**src/rtl/frame_sequencer.sv**
```systemverilog
// -----------------------------------------------------------------------------
// frame_sequencer
//
// Top-level controller for one binary-image frame through the median filter
// and histogram datapath. Owns the binary image memory port: during LOAD the
// pixel loader writes the frame in raster order (x outer, y inner); during
// FILTER the port is handed to the filter engine. After the filter reports
// completion the sequencer enables histogram readout and forwards the x and
// y histogram beats, tagged with their bin index, as registered outputs.
//
// State table
//   state  | meaning
//   IDLE   | waiting for frameReq
//   INIT   | one-cycle filterInit pulse, pixel counters cleared
//   LOAD   | accepting loader pixels into the binary memory
//   START  | first filterStart cycle, timeout counter cleared
//   FILTER | filter owns the memory port, timeout counter running
//   HIST   | readHistogram high, x/y beats forwarded with bin indices
//   DONE   | one-cycle frameDone pulse
//   ERR    | filter timed out; sticky timeoutErr until the next frameReq
//
// Ports
//   clk, reset                    system clock, synchronous active-low reset
//   frameReq                      start a new frame (IDLE or ERR only)
//   loadValid/loadData/loadReady  pixel loader handshake
//   memXAddr/memYAddr/memWrite/memData  binary image memory port
//   fltXAddr/fltYAddr/fltWrite    filter-side memory requests
//   filterInit/filterStart/fullImageDone  filter control
//   readHistogram                 histogram readout enable
//   xValid/xHistIn, yValid/yHistIn  incoming histogram beats
//   xHistOut/xBin/xOutValid, yHistOut/yBin/yOutValid  forwarded beats
//   busy/frameDone/timeoutErr     status
// -----------------------------------------------------------------------------
module frame_sequencer #(
    parameter int X_SIZE  = 240,
    parameter int Y_SIZE  = 180,
    parameter int ADDR_W  = 8,
    parameter int HIST_W  = 8,
    parameter int TIMEOUT = 4300000
) (
    input  logic              clk,
    input  logic              reset,
    input  logic              frameReq,
    input  logic              loadValid,
    input  logic              loadData,
    output logic              loadReady,
    output logic [ADDR_W-1:0] memXAddr,
    output logic [ADDR_W-1:0] memYAddr,
    output logic              memWrite,
    output logic              memData,
    input  logic [ADDR_W-1:0] fltXAddr,
    input  logic [ADDR_W-1:0] fltYAddr,
    input  logic              fltWrite,
    output logic              filterInit,
    output logic              filterStart,
    input  logic              fullImageDone,
    output logic              readHistogram,
    input  logic              xValid,
    input  logic [HIST_W-1:0] xHistIn,
    input  logic              yValid,
    input  logic [HIST_W-1:0] yHistIn,
    output logic [HIST_W-1:0] xHistOut,
    output logic [ADDR_W-1:0] xBin,
    output logic              xOutValid,
    output logic [HIST_W-1:0] yHistOut,
    output logic [ADDR_W-1:0] yBin,
    output logic              yOutValid,
    output logic              busy,
    output logic              frameDone,
    output logic              timeoutErr
);

    // One extra bit so the histogram counters can hold X_SIZE / Y_SIZE
    // themselves, which marks a channel as complete.
    localparam int CNT_W = ADDR_W + 1;
    localparam int TO_W  = $clog2(TIMEOUT + 1);

    localparam logic [CNT_W-1:0] X_LAST = CNT_W'(X_SIZE - 1);
    localparam logic [CNT_W-1:0] Y_LAST = CNT_W'(Y_SIZE - 1);
    localparam logic [CNT_W-1:0] X_FULL = CNT_W'(X_SIZE);
    localparam logic [CNT_W-1:0] Y_FULL = CNT_W'(Y_SIZE);
    localparam logic [TO_W-1:0]  TO_LAST = TO_W'(TIMEOUT - 1);

    typedef enum logic [2:0] {
        S_IDLE,
        S_INIT,
        S_LOAD,
        S_START,
        S_FILTER,
        S_HIST,
        S_DONE,
        S_ERR
    } state_t;

    state_t            r_state;
    state_t            w_state_next;

    // Pixel counters during LOAD, histogram bin counters during HIST.
    logic [CNT_W-1:0]  r_x_cnt;
    logic [CNT_W-1:0]  r_y_cnt;
    logic [TO_W-1:0]   r_to_cnt;

    logic [HIST_W-1:0] r_x_hist;
    logic [HIST_W-1:0] r_y_hist;
    logic [ADDR_W-1:0] r_x_bin;
    logic [ADDR_W-1:0] r_y_bin;
    logic              r_x_vld;
    logic              r_y_vld;

    logic              w_load_take;
    logic              w_load_last;
    logic              w_timeout;
    logic              w_x_take;
    logic              w_y_take;
    logic [CNT_W-1:0]  w_x_cnt_hist;
    logic [CNT_W-1:0]  w_y_cnt_hist;

    assign w_load_take = (r_state == S_LOAD) && loadValid;
    assign w_load_last = w_load_take && (r_x_cnt == X_LAST) && (r_y_cnt == Y_LAST);

    // r_to_cnt holds the number of completed FILTER cycles, so it equals
    // TIMEOUT-1 during the TIMEOUT-th FILTER cycle.
    assign w_timeout = (r_to_cnt == TO_LAST);

    assign w_x_take = (r_state == S_HIST) && xValid && (r_x_cnt < X_FULL);
    assign w_y_take = (r_state == S_HIST) && yValid && (r_y_cnt < Y_FULL);

    // Post-beat counts decide the HIST exit, so the final forwarded beat
    // lands in the DONE cycle rather than one cycle later.
    assign w_x_cnt_hist = r_x_cnt + CNT_W'(w_x_take);
    assign w_y_cnt_hist = r_y_cnt + CNT_W'(w_y_take);

    always_comb begin
        w_state_next = r_state;
        case (r_state)
            S_IDLE:   if (frameReq) w_state_next = S_INIT;
            S_INIT:   w_state_next = S_LOAD;
            S_LOAD:   if (w_load_last) w_state_next = S_START;
            S_START:  w_state_next = S_FILTER;
            S_FILTER: begin
                // Completion takes priority over a coincident timeout.
                if (fullImageDone)  w_state_next = S_HIST;
                else if (w_timeout) w_state_next = S_ERR;
            end
            S_HIST:   if ((w_x_cnt_hist == X_FULL) && (w_y_cnt_hist == Y_FULL))
                          w_state_next = S_DONE;
            S_DONE:   w_state_next = S_IDLE;
            S_ERR:    if (frameReq) w_state_next = S_INIT;
            default:  w_state_next = S_IDLE;
        endcase
    end

    always_comb begin
        loadReady     = 1'b0;
        memXAddr      = '0;
        memYAddr      = '0;
        memWrite      = 1'b0;
        memData       = 1'b0;
        filterInit    = 1'b0;
        filterStart   = 1'b0;
        readHistogram = 1'b0;
        busy          = 1'b0;
        frameDone     = 1'b0;
        timeoutErr    = 1'b0;
        case (r_state)
            S_INIT: begin
                busy       = 1'b1;
                filterInit = 1'b1;
            end
            S_LOAD: begin
                busy      = 1'b1;
                loadReady = 1'b1;
                memXAddr  = r_x_cnt[ADDR_W-1:0];
                memYAddr  = r_y_cnt[ADDR_W-1:0];
                memWrite  = loadValid;
                memData   = loadData;
            end
            S_START: begin
                busy        = 1'b1;
                filterStart = 1'b1;
            end
            S_FILTER: begin
                busy        = 1'b1;
                filterStart = 1'b1;
                memXAddr    = fltXAddr;
                memYAddr    = fltYAddr;
                memWrite    = fltWrite;
            end
            S_HIST: begin
                busy          = 1'b1;
                readHistogram = 1'b1;
            end
            S_DONE: begin
                busy      = 1'b1;
                frameDone = 1'b1;
            end
            S_ERR: begin
                timeoutErr = 1'b1;
            end
            default: ;
        endcase
    end

    always_ff @(posedge clk) begin
        if (!reset) begin
            r_state  <= S_IDLE;
            r_x_cnt  <= '0;
            r_y_cnt  <= '0;
            r_to_cnt <= '0;
            r_x_hist <= '0;
            r_y_hist <= '0;
            r_x_bin  <= '0;
            r_y_bin  <= '0;
            r_x_vld  <= 1'b0;
            r_y_vld  <= 1'b0;
        end else begin
            r_state <= w_state_next;
            r_x_vld <= w_x_take;
            r_y_vld <= w_y_take;
            if (w_x_take) begin
                r_x_hist <= xHistIn;
                r_x_bin  <= r_x_cnt[ADDR_W-1:0];
            end
            if (w_y_take) begin
                r_y_hist <= yHistIn;
                r_y_bin  <= r_y_cnt[ADDR_W-1:0];
            end
            case (r_state)
                S_INIT: begin
                    r_x_cnt <= '0;
                    r_y_cnt <= '0;
                end
                S_LOAD: begin
                    if (loadValid) begin
                        if (r_y_cnt == Y_LAST) begin
                            r_y_cnt <= '0;
                            r_x_cnt <= r_x_cnt + CNT_W'(1);
                        end else begin
                            r_y_cnt <= r_y_cnt + CNT_W'(1);
                        end
                    end
                end
                S_START: begin
                    r_x_cnt  <= '0;
                    r_y_cnt  <= '0;
                    r_to_cnt <= '0;
                end
                S_FILTER: begin
                    r_to_cnt <= r_to_cnt + TO_W'(1);
                end
                S_HIST: begin
                    r_x_cnt <= w_x_cnt_hist;
                    r_y_cnt <= w_y_cnt_hist;
                end
                default: ;
            endcase
        end
    end

    assign xHistOut  = r_x_hist;
    assign xBin      = r_x_bin;
    assign xOutValid = r_x_vld;
    assign yHistOut  = r_y_hist;
    assign yBin      = r_y_bin;
    assign yOutValid = r_y_vld;

endmodule

```
**config.mk**
```make
export PLATFORM = sky130hd
export DESIGN_NAME = frame_sequencer
export DESIGN_NICKNAME = d
export VERILOG_FILES = /design/src/rtl/frame_sequencer.sv
export SDC_FILE = /design/constraint.sdc
export NUM_CORES = 1
export LEC_CHECK = 0
export ABC_AREA = 1
export BUFFER_PORTS_ARGS = -buffer_cell sky130_fd_sc_hd__buf_4
export CORE_MARGIN = 3
export CORE_UTILIZATION = 24
export CTS_CLUSTER_SIZE = 14
export DETAILED_ROUTE_END_ITERATION = 10
export HOLD_SLACK_MARGIN = 0.12
export REMOVE_ABC_BUFFERS = 1
export SLEW_MARGIN = 30
export SYNTH_ARGS = -nofsm -noshare
export SYNTH_HDL_FRONTEND = slang
export SYNTH_SLANG_ARGS = --single-unit
```
**constraint.sdc**
```tcl
create_clock -name clk -period 6.72 [get_ports clk]
set_clock_uncertainty 0.1 [all_clocks]
set_input_delay 1.344 -clock clk [delete_from_list [all_inputs] [get_ports clk]]
set_output_delay 1.344 -clock clk [all_outputs]
set_load 0.01 [all_outputs]
```
---- Word-level counts from Yosys, hierarchy flattened ----
Cells that the tools add are included.
operators by class
  add/sub/neg operators ................... 5
  order comparisons ....................... 2
  equality and inequality tests ........... 18
  mux-type cells .......................... 24
  reductions and logical operators ........ 18
operators by type and width
  cell                                                                     count
  9-bit case mux with 3 select lines                                       2
  23-bit case mux with 2 select lines                                      1
  9-bit by 8-bit equality test with 1-bit output, second input constant    4
  9-bit 2-to-1 mux                                                         4
  8-bit case mux with 2 select lines                                       2
  23-bit by 1-bit adder with 23-bit output, second input constant          1
  23-bit equality test, second input constant                              1
  3-bit case mux with 7 select lines                                       1
  9-bit by 1-bit adder with 9-bit output                                   2
  9-bit by 1-bit adder with 9-bit output, second input constant            2
  9-bit by 8-bit < comparator with 1-bit output, second input constant     2
  3-bit 2-to-1 mux                                                         5
  3-bit equality test, second input constant                               4
  1-bit logical AND                                                        8
  1-bit 2-to-1 mux                                                         8
  3-bit by 2-bit equality test with 1-bit output, second input constant    2
  2-bit by 1-bit inequality test with 1-bit output, second input constant  3
  2-bit OR reduction                                                       3
  6-bit OR reduction                                                       1
  2-bit inequality test, second input constant                             2
  4-bit AND reduction                                                      1
  3-bit by 1-bit equality test with 1-bit output, second input constant    1
  3-bit zero test                                                          1
  3-bit inequality test, second input constant                             1
  other kinds (5)                                                          5
storage, ports and cells
  register bits ........................... 78
  bits of input ports ..................... 41
  output and inout port bits .............. 59
  word-level logic and storage cells ...... 77

---- Longest topological paths before layout ----
  depth in word-level cells ............... 8
  depth in mapped cells ................... 21
  mapped depth without buffers ............ 20

---- Least setup slack after synthesis ----
OpenSTA, ideal clock, no wires.
  kind .................................... input -> register
  start point ............................. in yValid
  end point ............................... reg r_state[0]
  library setup time ...................... 0.115 ns
  data arrival time ....................... 3.061 ns
  required time ........................... 6.505 ns
  path slack .............................. 3.443 ns
  stages on the path ...................... 18
  buffers on the path ..................... 1
  cells stage by stage .................... nand3_1 nor2_1 nand2_1 inv_2 buf_2 ha_1 ha_1 nand2_1 nor2_1 nand3_1 nand2_1 nand3_1 nor2_1 nand3_1 nand2_1 nand3_1 nand2_1 nor2_1
between the ends
  word-level cells in the longest chain between the ends .. 7
ends and longest elaborated chain
  what                                                        RTL line  source
  start: declaration                                          60        input logic yValid,
  1-bit logical AND (2 in a row)                              126       assign w_y_take = (r_state == S_HIST) && yValid && (r_y_cnt < Y_FULL);
  via w_y_take                                                114       logic w_y_take;
  9-bit by 1-bit adder with 9-bit output                      131       assign w_y_cnt_hist = r_y_cnt + CNT_W'(w_y_take);
  9-bit by 8-bit equality test with 1-bit output              145       S_HIST: if ((w_x_cnt_hist == X_FULL) && (w_y_cnt_hist == Y_FULL))
  1-bit logical AND                                           145
  2-bit by 1-bit inequality test with 1-bit output (no line)  n/a
  4-bit AND reduction (no line)                               n/a
  end signal: assignment                                      217       r_state <= w_state_next;
  end: declaration                                            95        state_t r_state;
The timed path passes the listed nets, and every way through them passes these cells.
A chain may end at the register's enable or synchronous reset.

---- Worst setup path after layout ----
  start point ............................. reg r_state[0]
  end point ............................... reg r_state[0]
between the ends
  word-level cells in the longest chain between the ends .. 8
  elaborated cells between the ends (all ways) .. 27
  classes of those cells .................. 2 x add/sub; 13 x eq/ne; 1 x mux; 11 x reduce/logical
ends and longest elaborated chain
  what                                                              RTL line
  3-bit equality test                                               125, 126, 135
  1-bit logical AND, on equally long branches (2 in a row)          125, 126
  9-bit by 1-bit adder with 9-bit output, on equally long branches  130, 131
  9-bit by 8-bit equality test with 1-bit output                    145
  1-bit logical AND                                                 145
  2-bit by 1-bit inequality test with 1-bit output (no line)        n/a
  4-bit AND reduction (no line)                                     n/a
Several ways; a longest one is shown, not always the timed one.

==> metrics.txt <==
result of the run=finished clean; Num CTS Buffers=9; wire length of the first global-routing pass=22.9 mm; starting utilization of the core area=0.249; total setup buffers inserted after CTS=0; Worst R2R Path Depth=19; post-route minimum period=4.19 ns; worst max-slew margin expressed relative to the limit=0.463; CP endpoint kind=register; most common cell in the synthesized netlist=sky130_fd_sc_hd__nand2_1; top area cells in the synthesized netlist=sky130_fd_sc_hd__dfxtp_1 (36%), sky130_fd_sc_hd__nand2_1 (12%), sky130_fd_sc_hd__nor2_1 (9.5%); RSZ-0062 raised after global routing=no; Post-Synth Adder-Cell Area=0.0200; largest net degree at the start of global routing=51; Synth Area in XOR/XNOR=0.0140; CTS Buffer Depth=2; Hold Crit Depth=2; GRT Max-Usage Layer=met2; footprint of the flip-flops and latches=0.00156 sq mm; remaining antenna violation count=0; compound-gate portion of the synthesized area=0.213; final number of max-transition violations=0; Clock Pin Slew Worst Setup and Hold Paths=0.06 ns; DIE WIDTH=141 um; flop2flop setup slack=2.53 ns; total of endpoints with negative setup slack in the final report=0; Clk Latency, worst-skew pair=0.35 ns; Post-Syn Area=0.00437 sq mm; Worst Hold Launch=r_to_cnt[1]$_SDFFE_PN0P_; critical register-to-register path startpoint=r_state[0]$_SDFFE_PN0P_; post-route DRC violation count=0; floorplan row count=48; htree depth=3; setup TNS=0 ns; number of flip-flops and latches in the synthesized netlist=78; Pwr Total=1840 uW; data arrival at the endpoint of the critical path=4.33 ns; wire per inst=14.2 um; total via count after detailed routing=4724; ratio of cells with drive above 1 in the final layout=0.183; Least-Margin Pin Slew=0.804 ns; Post-Route WL=14.0 mm; Yosys warning count=0; number of port buffers=99; mean number of vias per cell=4.78; P&R area growth vs syn=28.7%; Min Hold Slack=0.386 ns; main flop type after synthesis=sky130_fd_sc_hd__dfxtp_1; DRT Pass-1 Iters=5; die extent in y=141 um; highest achievable clock rate=0.239 GHz; final global-route overflow total=0; final HPWL from detailed placement=10.1 mm; dominant combinational cell family by area after synthesis=simple AND/OR/NAND/NOR gates; Post-CTS Resized=0; Final nets=806; leakage power summed over all cells=0.00229 uW; met3 global-route usage=0.0366; Worst IR Drop VDD=0.000171 V; endpoint of the worst-slack reg-to-reg timing path=r_state[0]$_SDFFE_PN0P_; final RePlAce weighted congestion=0.931; simple-gate area share of the yosys netlist=0.306; cell at the root of the clock tree=sky130_fd_sc_hd__clkbuf_16; synth cell count leaders=sky130_fd_sc_hd__nand2_1 (137), sky130_fd_sc_hd__nor2_1 (110), sky130_fd_sc_hd__dfxtp_1 (78); GR met1 Demand/Resource=0.196; total inserted antenna cells=0; Post-synth ARST share=0; pre-CTS setup slack=2.59 ns; clock tree from TritonCTS=done; final period utilization=0.623; gate count of the mapped netlist=678; die area=0.0199 sq mm; fin util=0.321; # Max-Cap Violations=0; portion of the post-synthesis area used by sequential elements=0.357; number of enable-type register cells in the synthesized netlist=0; sinks on the clock net=78; initial antenna violation count=0; final hold viol count=0; critical path start-end classification=register to register; core outline area=0.0175 sq mm; initial drt markers=422; critical path required time=6.86 ns; fillers=1942; hold endpoint=r_to_cnt[1]$_SDFFE_PN0P_; aggregate global-route resource usage=0.143; min-delay worst type=register to register; Yosys top cell area share=0.357; global routing usage on met2=0.223; total power divided by cell area=327 mW/mm^2; maximum fanout along the worst path=24; multi-input combinational cell area=0.00242 sq mm; startpoint types=register; share of cell area taken by muxes after synthesis=0; cell accounting for the most synthesized area=sky130_fd_sc_hd__dfxtp_1; unique cell type count in the Yosys netlist=32; Hold Buf Count CTS=0; number of global-route vias before repair=4334; number of top-level design ports=100; mean area per synthesized cell=6.44 sq um; final worst setup slack=2.53 ns
[per-stage QoR]
step / area, sq um / std cells
after floorplan: 4240 / 647
after global placement: 5270 / 972
after detailed placement: 5270 / 972
after CTS: 5620 / 988
after global routing: 5620 / 988
final: 5620 / 988
[cell families (layout without fill, tap and decap cells)]
kind of cell	Yosys count	count (layout)
fa+ha+maj	7	7
flops	78	78
xor+xnor	7	7
simple gates	318	318
buf+inv	100	185
compound gates	168	168
[how the worst max path moves through the flow]
stage / slack (ns) / cells past startpoint / from / end
2_1_floorplan: 2.90 / 4 / r_state[2]$_SDFFE_PN0P_ / filterStart
3_3_place_gp: 2.60 / 19 / r_state[0]$_SDFFE_PN0P_ / r_state[0]$_SDFFE_PN0P_
3_5_place_dp: 2.59 / 19 / r_state[0]$_SDFFE_PN0P_ / r_state[0]$_SDFFE_PN0P_
4_1_cts: 2.56 / 19 / r_state[0]$_SDFFE_PN0P_ / r_state[0]$_SDFFE_PN0P_
5_1_grt: 2.08 / 19 / r_state[0]$_SDFFE_PN0P_ / r_state[1]$_SDFFE_PN0P_
6_report: 2.53 / 19 / r_state[0]$_SDFFE_PN0P_ / r_state[0]$_SDFFE_PN0P_
[power by group]
group | internal, uW | leakage, uW | total (uW) | switching [uW]
clock network | 374 | 0.000166 | 575 | 201
registers | 529 | 0.000632 | 620 | 91.0
logic | 228 | 0.00149 | 641 | 414
total | 1130 | 0.00229 | 1840 | 706
[flip-flops by register name, indices dropped and copies added, names as in the netlist]
register and cells:
xBin 8, yHistOut 8, xOutValid 1, r_state 3, r_y_cnt 9, r_x_cnt 9, r_to_cnt 23, xHistOut 8
yBin 8, yOutValid 1
[routing by layer]
| layer | wire length, um | share of wire |
|---|---|---|
| met1 | 6720 | 0.48 |
| met2 | 6350 | 0.45 |
| met3 | 747 | 0.053 |
| met4 | 198 | 0.014 |
| met5 | 0 | 0 |
[layout make-up]
type	instances	area share
multi-input cells	500	0.430
flip-flops and latches	78	0.278
repair buffers	100	0.134
well taps	225	0.0501
inverters	69	0.0461
clock buffers	11	0.0432
clock inverters	5	0.0189
[worst max-delay path: stages, from the launching register on]
cell and delay (ns):
sky130_fd_sc_hd__dfxtp_1 0.48, sky130_fd_sc_hd__inv_2 0.10, sky130_fd_sc_hd__nor2_1 0.13, sky130_fd_sc_hd__nand2_1 0.28
sky130_fd_sc_hd__inv_1 0.44, sky130_fd_sc_hd__nand4_1 0.47, sky130_fd_sc_hd__inv_2 0.51, sky130_fd_sc_hd__ha_1 0.25
sky130_fd_sc_hd__ha_1 0.22, sky130_fd_sc_hd__nand3_1 0.14, sky130_fd_sc_hd__nor2_1 0.12, sky130_fd_sc_hd__nor2_1 0.04
sky130_fd_sc_hd__nor2_1 0.12, sky130_fd_sc_hd__nand2_1 0.09, sky130_fd_sc_hd__nor2_1 0.12, sky130_fd_sc_hd__nand3_1 0.10
sky130_fd_sc_hd__nand2_1 0.15, sky130_fd_sc_hd__nand3_1 0.10, sky130_fd_sc_hd__nand2_1 0.07, sky130_fd_sc_hd__nor2_1 0.05
[placed cells by master, fill, tap and decap left out, types with 3 or more instances in the layout]
cell type / Yosys / final
sky130_fd_sc_hd__o21ai_1: 12 / 12
sky130_fd_sc_hd__nor2_2: 2 / 3
sky130_fd_sc_hd__buf_4: 0 / 100
sky130_fd_sc_hd__xor2_1: 7 / 7
sky130_fd_sc_hd__nand4_1: 15 / 15
sky130_fd_sc_hd__nor3_1: 11 / 11
sky130_fd_sc_hd__or2_2: 4 / 4
sky130_fd_sc_hd__a21oi_1: 46 / 46
sky130_fd_sc_hd__o22ai_1: 8 / 8
sky130_fd_sc_hd__o21ai_0: 73 / 73
sky130_fd_sc_hd__clkbuf_16: 0 / 9
sky130_fd_sc_hd__nand3_1: 31 / 31
sky130_fd_sc_hd__nor2_1: 110 / 109
sky130_fd_sc_hd__ha_1: 7 / 7
sky130_fd_sc_hd__a211oi_1: 7 / 7
sky130_fd_sc_hd__inv_2: 13 / 14
sky130_fd_sc_hd__a221oi_1: 5 / 5
sky130_fd_sc_hd__dfxtp_1: 78 / 78
sky130_fd_sc_hd__bufinv_16: 0 / 3
sky130_fd_sc_hd__inv_1: 56 / 55
sky130_fd_sc_hd__o211ai_1: 3 / 3
sky130_fd_sc_hd__a31oi_1: 8 / 8
sky130_fd_sc_hd__nand2_1: 137 / 137
(Power assumes the default switching activity.)
